**config.mk**
```make
export PLATFORM = sky130hd
export DESIGN_NAME = spi_master
export DESIGN_NICKNAME = d
export VERILOG_FILES = /design/src/rtl/spi_master.sv
export SDC_FILE = /design/constraint.sdc
export NUM_CORES = 1
export LEC_CHECK = 0
export BUFFER_PORTS_ARGS = -buffer_cell sky130_fd_sc_hd__buf_2
export CAP_MARGIN = 20
export CORE_MARGIN = 5
export CORE_UTILIZATION = 60
export CTS_CLUSTER_SIZE = 10
export DETAILED_ROUTE_END_ITERATION = 12
export HOLD_SLACK_MARGIN = 0.05
export PLACE_DENSITY = 0.92
export SYNTH_ARGS = -nofsm -noshare
export SYNTH_HDL_FRONTEND = slang
export SYNTH_SLANG_ARGS = --single-unit
```
**constraint.sdc**
```tcl
create_clock -name clk -period 4.6 [get_ports clk]
set_input_delay 0.92 -clock clk [delete_from_list [all_inputs] [get_ports clk]]
set_output_delay 0.92 -clock clk [all_outputs]
set_load 0.005 [all_outputs]
```
**src/rtl/spi_master.sv**
```systemverilog
// SPI mode-0 master: serialises DATA_BITS words MSB first, returns each received word with a one-cycle valid strobe.
// Supports multi-word bursts with slave select either held low throughout (tied) or released for CLK_DIV cycles between words.
module spi_master #(
  parameter int DATA_BITS = 8,
  parameter int CLK_DIV   = 4
) (
  input  logic                 clk,
  input  logic                 n_rst,
  input  logic                 en,
  input  logic                 tied_SS,
  input  logic [5:0]           data_words,
  input  logic [DATA_BITS-1:0] data_in,
  output logic                 ready_out,
  output logic                 valid_out,
  output logic [DATA_BITS-1:0] data_out,
  output logic                 sclk,
  output logic                 mosi,
  input  logic                 miso,
  output logic                 ss_n
);

  localparam int DivW = (CLK_DIV > 1) ? $clog2(CLK_DIV) : 1;
  localparam int BitW = $clog2(DATA_BITS + 1);
  localparam logic [DivW-1:0] DivLast = DivW'(CLK_DIV - 1);
  localparam logic [DivW-1:0] DivPre  = DivW'(CLK_DIV - 2);
  localparam logic [BitW-1:0] BitsAll = BitW'(DATA_BITS);

  typedef enum logic [2:0] {IDLE, SETUP, XFER, GAP, HOLD} state_t;

  state_t               state_q, state_d;
  logic [DivW-1:0]      div_q, div_d;
  logic [BitW-1:0]      bit_q, bit_d;
  logic [5:0]           words_q, words_d;
  logic                 tied_q, tied_d;
  logic [DATA_BITS-1:0] tx_q, tx_d;
  logic [DATA_BITS-1:0] rx_q, rx_d;
  logic [DATA_BITS-1:0] dout_q, dout_d;
  logic                 sclk_q, sclk_d;
  logic                 ss_n_q, ss_n_d;
  logic                 valid_q, valid_d;
  logic                 phase_end, pre_end;

  assign phase_end = (div_q == DivLast);
  assign pre_end   = (div_q == DivPre);

  assign ready_out = (state_q == IDLE);
  assign valid_out = valid_q;
  assign data_out  = dout_q;
  assign sclk      = sclk_q;
  assign ss_n      = ss_n_q;
  assign mosi      = tx_q[DATA_BITS-1];

  always_ff @(posedge clk or negedge n_rst) begin
    if (!n_rst) begin
      state_q <= IDLE;
      div_q   <= '0;
      bit_q   <= '0;
      words_q <= '0;
      tied_q  <= 1'b0;
      tx_q    <= '0;
      rx_q    <= '0;
      dout_q  <= '0;
      sclk_q  <= 1'b0;
      ss_n_q  <= 1'b1;
      valid_q <= 1'b0;
    end else begin
      state_q <= state_d;
      div_q   <= div_d;
      bit_q   <= bit_d;
      words_q <= words_d;
      tied_q  <= tied_d;
      tx_q    <= tx_d;
      rx_q    <= rx_d;
      dout_q  <= dout_d;
      sclk_q  <= sclk_d;
      ss_n_q  <= ss_n_d;
      valid_q <= valid_d;
    end
  end

  always_comb begin
    state_d = state_q;
    div_d   = phase_end ? '0 : div_q + DivW'(1);
    bit_d   = bit_q;
    words_d = words_q;
    tied_d  = tied_q;
    tx_d    = tx_q;
    rx_d    = rx_q;
    dout_d  = dout_q;
    sclk_d  = sclk_q;
    ss_n_d  = ss_n_q;
    valid_d = 1'b0;
    case (state_q)
      IDLE: begin
        div_d = '0;
        if (en) begin
          tied_d  = tied_SS;
          words_d = (data_words == 6'd0) ? 6'd1 : data_words;
          tx_d    = data_in;
          bit_d   = '0;
          ss_n_d  = 1'b0;
          state_d = SETUP;
        end
      end
      SETUP: begin
        if (phase_end) begin
          sclk_d  = 1'b1;
          rx_d    = {rx_q[DATA_BITS-2:0], miso};
          state_d = XFER;
        end
      end
      XFER: begin
        if (sclk_q) begin
          if (phase_end) begin
            sclk_d = 1'b0;
            tx_d   = {tx_q[DATA_BITS-2:0], 1'b0};
            bit_d  = bit_q + BitW'(1);
          end
        end else begin
          // Strobe lands on the last low cycle so valid_out coincides with the word boundary.
          if (pre_end && bit_q == BitsAll) begin
            valid_d = 1'b1;
            dout_d  = rx_q;
          end
          if (phase_end) begin
            if (bit_q == BitsAll) begin
              bit_d   = '0;
              words_d = words_q - 6'd1;
              if (words_q > 6'd1 && tied_q) begin
                tx_d   = data_in;
                sclk_d = 1'b1;
                rx_d   = {rx_q[DATA_BITS-2:0], miso};
              end else if (words_q > 6'd1) begin
                ss_n_d  = 1'b1;
                state_d = GAP;
              end else begin
                state_d = HOLD;
              end
            end else begin
              sclk_d = 1'b1;
              rx_d   = {rx_q[DATA_BITS-2:0], miso};
            end
          end
        end
      end
      GAP: begin
        if (phase_end) begin
          tx_d    = data_in;
          ss_n_d  = 1'b0;
          state_d = SETUP;
        end
      end
      HOLD: begin
        if (phase_end) begin
          ss_n_d  = 1'b1;
          state_d = IDLE;
        end
      end
      default: state_d = IDLE;
    endcase
  end

endmodule

```
==> impl_metrics.toml <==
[clock_tree]
root_buffer = "clkbuf_4"
cts_hold_buf = 0
clk-insertion-delay-late_ns = 0.36
cts-htree-levels = 2
cts_setup_buffers = 0
cts_tree = "yes"
cts_buffers = 5
clk_pin_slew_ns = 0.13
post_cts_resized = 0
clkSinkCount = 43
clk_path_buf_depth = 2

[route]
ant_nets = 0
drtPass1Iterations = 4
wl_mm = 4.24
drc = 0
wl_per_cell_microns = 15.3
vias_per_cell = 5.80
drtIter0Drc = 77
vias = 1600

[die]
die_h_microns = 70.2
ios = 32
fp.coreArea_sq_um = 3420
die_w_microns = 70.2
rows = 21
dieArea_sq_um = 4920
start_util_pct = 63.6

[timing]
tightestPinTransition_ns = 0.943
final.setup_skew_ns = 0.0110
drv_slew = 0
finalSetupTns_ns = 0
fin_crit_ns = 2.56
fin_ws_ns = 2.04
post-route-period-util_pct = 55.7
max-slew-margin-rel_pct = 37.1
holdWs_ns = 0.491
clock.fmax_mhz = 390
hold_viol = 0
setup_viol = 0
rsz0062_at_grt = "false"

[setup_path]
cp-startpoint = "state_q[2]$_DFFE_PN0P_"
r2r_slack_ns = 2.04
crit_path_end_kind = "flop"
r2r_cells = 5
worst-path-max-fanout = 15
worstPathRequired_ns = 4.86
startpoint_type = "flop"
r2r-start = "state_q[2]$_DFFE_PN0P_"
critPathKind = "flop to flop"
reg2reg_to = "words_q[4]$_DFFE_PN0P_"
crit_end = "words_q[4]$_DFFE_PN0P_"
arrival_ns = 2.83

[global_route]
grt_start_max_net_pins = 44
track_usage_pct = 19.0
grt_overflow = 0
grt_pass1_vias = 1665
grt_pass1_wl_mm = 7.53
antenna_found_initial = 0

[synth]
synthSimpleGateAreaFrac_pct = 14.2
synthAdderAreaFrac_pct = 3.46
syn_nets = 224
synth_xor_area_share_pct = 0.807
yosysWarnings = 0
synth_seq_cells = 43
yosysSeqAreaShare_pct = 49.6
synth_mux_area_share_pct = 12.0
synth_compound_area_share_pct = 16.5
synth_edf_count = 0
ys_async_sr_fraction_pct = 100
yosys_most_used_dff = "dfrtp_1"
syn_area_per_cell_sq_um = 10.9
synth_cell_types = 47
synth_top_family_by_area = "compound AO/OA/AOI/OAI gates"
synthesis.area_sq_um = 2170
synth_cells = 199

[finish]
final_area_sq_um = 2410
finalNetCount = 254
diodes = 0
fill_cells = 258
syn2layout_area_growth_pct = 11.1
layout-drive-gt1-share_pct = 28.7

[pwr]
power.density_nw_per_um2 = 533
ir_drop_mv = 0.325
cellLeakagePower_uw = 0.00117

[status]
status = "finished clean"

[placed_design]
post_dp_cell_area_sq_um = 2340
io_buffers = 31
globalplace.congestion = 0.917
place_ws_ns = 2.05
dpl.hpwl_mm = 3.11

[worst_hold_path]
hold_path.class = "flop to flop"

[run]
maxCapViolCount = 0
-- power by group --
part / leakage (uW) / internal, uW / switching [uW]
clock network: 0.0000345 / 75.4 / 127
logic: 0.000592 / 222 / 254
registers: 0.000549 / 500 / 106
total: 0.00117 / 798 / 487
-- area by class of cell --
| cell class | count | area (sq um) | area share, % |
|---|---|---|---|
| repair buffers | 32 | 163 | 6.74 |
| flip-flops and latches | 43 | 1080 | 44.7 |
| inverters | 7 | 26.3 | 1.09 |
| clock buffers | 6 | 51.3 | 2.13 |
| well taps | 46 | 57.6 | 2.39 |
| clock inverters | 2 | 16.3 | 0.674 |
| multi-input cells | 140 | 1020 | 42.3 |
-- per-stage QoR --
stage	utilization, %	total power [uW]	cells
final	70.6	1290	276
after global routing	70.6	1390	276
after CTS	70.6	1290	276
after detailed placement	68.6	1090	268
after global placement	68.6	1060	268
after floorplan	-	968	199
-- flip-flops by register name, summed over array words and instances, names as in the netlist, 2 cells and up --
signal,cells
rx_q,8
bit_q,4
state_q,3
div_q,2
words_q,6
data_out,8
tx_q,8
-- cells by family (layout without fill, tap and decap cells) --
kind of cell	after synthesis	after routing
AO/OA/AOI/OAI	47	47
XOR/XNOR	2	2
adder cells (fa/ha/maj)	6	6
buffers and inverters	16	47
flip-flops	43	43
multiplexers	24	24
AND/OR/NAND/NOR	61	61
-- Yosys cell counts, types with 3 or more instances --
| library cell | number | area [sq um] |
|---|---|---|
| dfrtp_1 | 42 | 1050 |
| nand2_1 | 18 | 67.6 |
| mux2_2 | 17 | 191 |
| o21ai_0 | 15 | 75.1 |
| nor2_1 | 14 | 52.6 |
| a21oi_1 | 8 | 40.0 |
| buf_2 | 7 | 35.0 |
| inv_1 | 7 | 26.3 |
| mux2i_1 | 7 | 70.1 |
| nand2b_1 | 7 | 43.8 |
| nand3_1 | 7 | 35.0 |
| ha_1 | 6 | 75.1 |
| a22o_1 | 3 | 26.3 |
| nor3_1 | 3 | 15.0 |
-- layer usage --
layer / part of all wire [%] / track usage, % / wire length, microns / up-vias
met5: 0 / 0 / 0 / -
met4: 1.6 / 7.02 / 69 / 0
met3: 5.6 / 4.88 / 239 / 8
met2: 49 / 32.0 / 2100 / 42
met1: 43 / 23.6 / 1830 / 774
li1: - / - / - / 776
-- worst min path at each step --
stage                                   start                  end  cells after the start
after CTS                  div_q[0]$_DFF_PN0_   div_q[0]$_DFF_PN0_                      1
after global placement     div_q[0]$_DFF_PN0_   div_q[0]$_DFF_PN0_                      1
after detailed placement  tx_q[5]$_DFFE_PN0P_  tx_q[5]$_DFFE_PN0P_                      2
final                      div_q[0]$_DFF_PN0_   div_q[0]$_DFF_PN0_                      1
after global routing       div_q[0]$_DFF_PN0_   div_q[0]$_DFF_PN0_                      1
after floorplan            div_q[0]$_DFF_PN0_   div_q[0]$_DFF_PN0_                      1
-- cells in the final DEF (no fill, tap or decap), types with 2 or more instances in the layout --
cell type	count
nand3_1	7
a22o_1	3
inv_1	7
mux2_2	17
nor3_1	3
a21oi_1	8
o21ai_0	15
nand2_1	18
clkbuf_4	5
o31ai_1	2
nor2_1	14
buf_2	31
xnor2_1	2
dfrtp_1	42
a21o_1	2
nand2b_1	7
o211ai_1	2
a32oi_1	2
ha_1	6
mux2i_1	7
-- worst max-delay path, cell delays in order, from the launching register on --
cell     delay, ns
dfrtp_1       0.56
or3b_1        0.61
or3_1         0.41
o31ai_4       0.50
nand2_1       0.14
a22o_1        0.26
(Power assumes the default switching activity.)
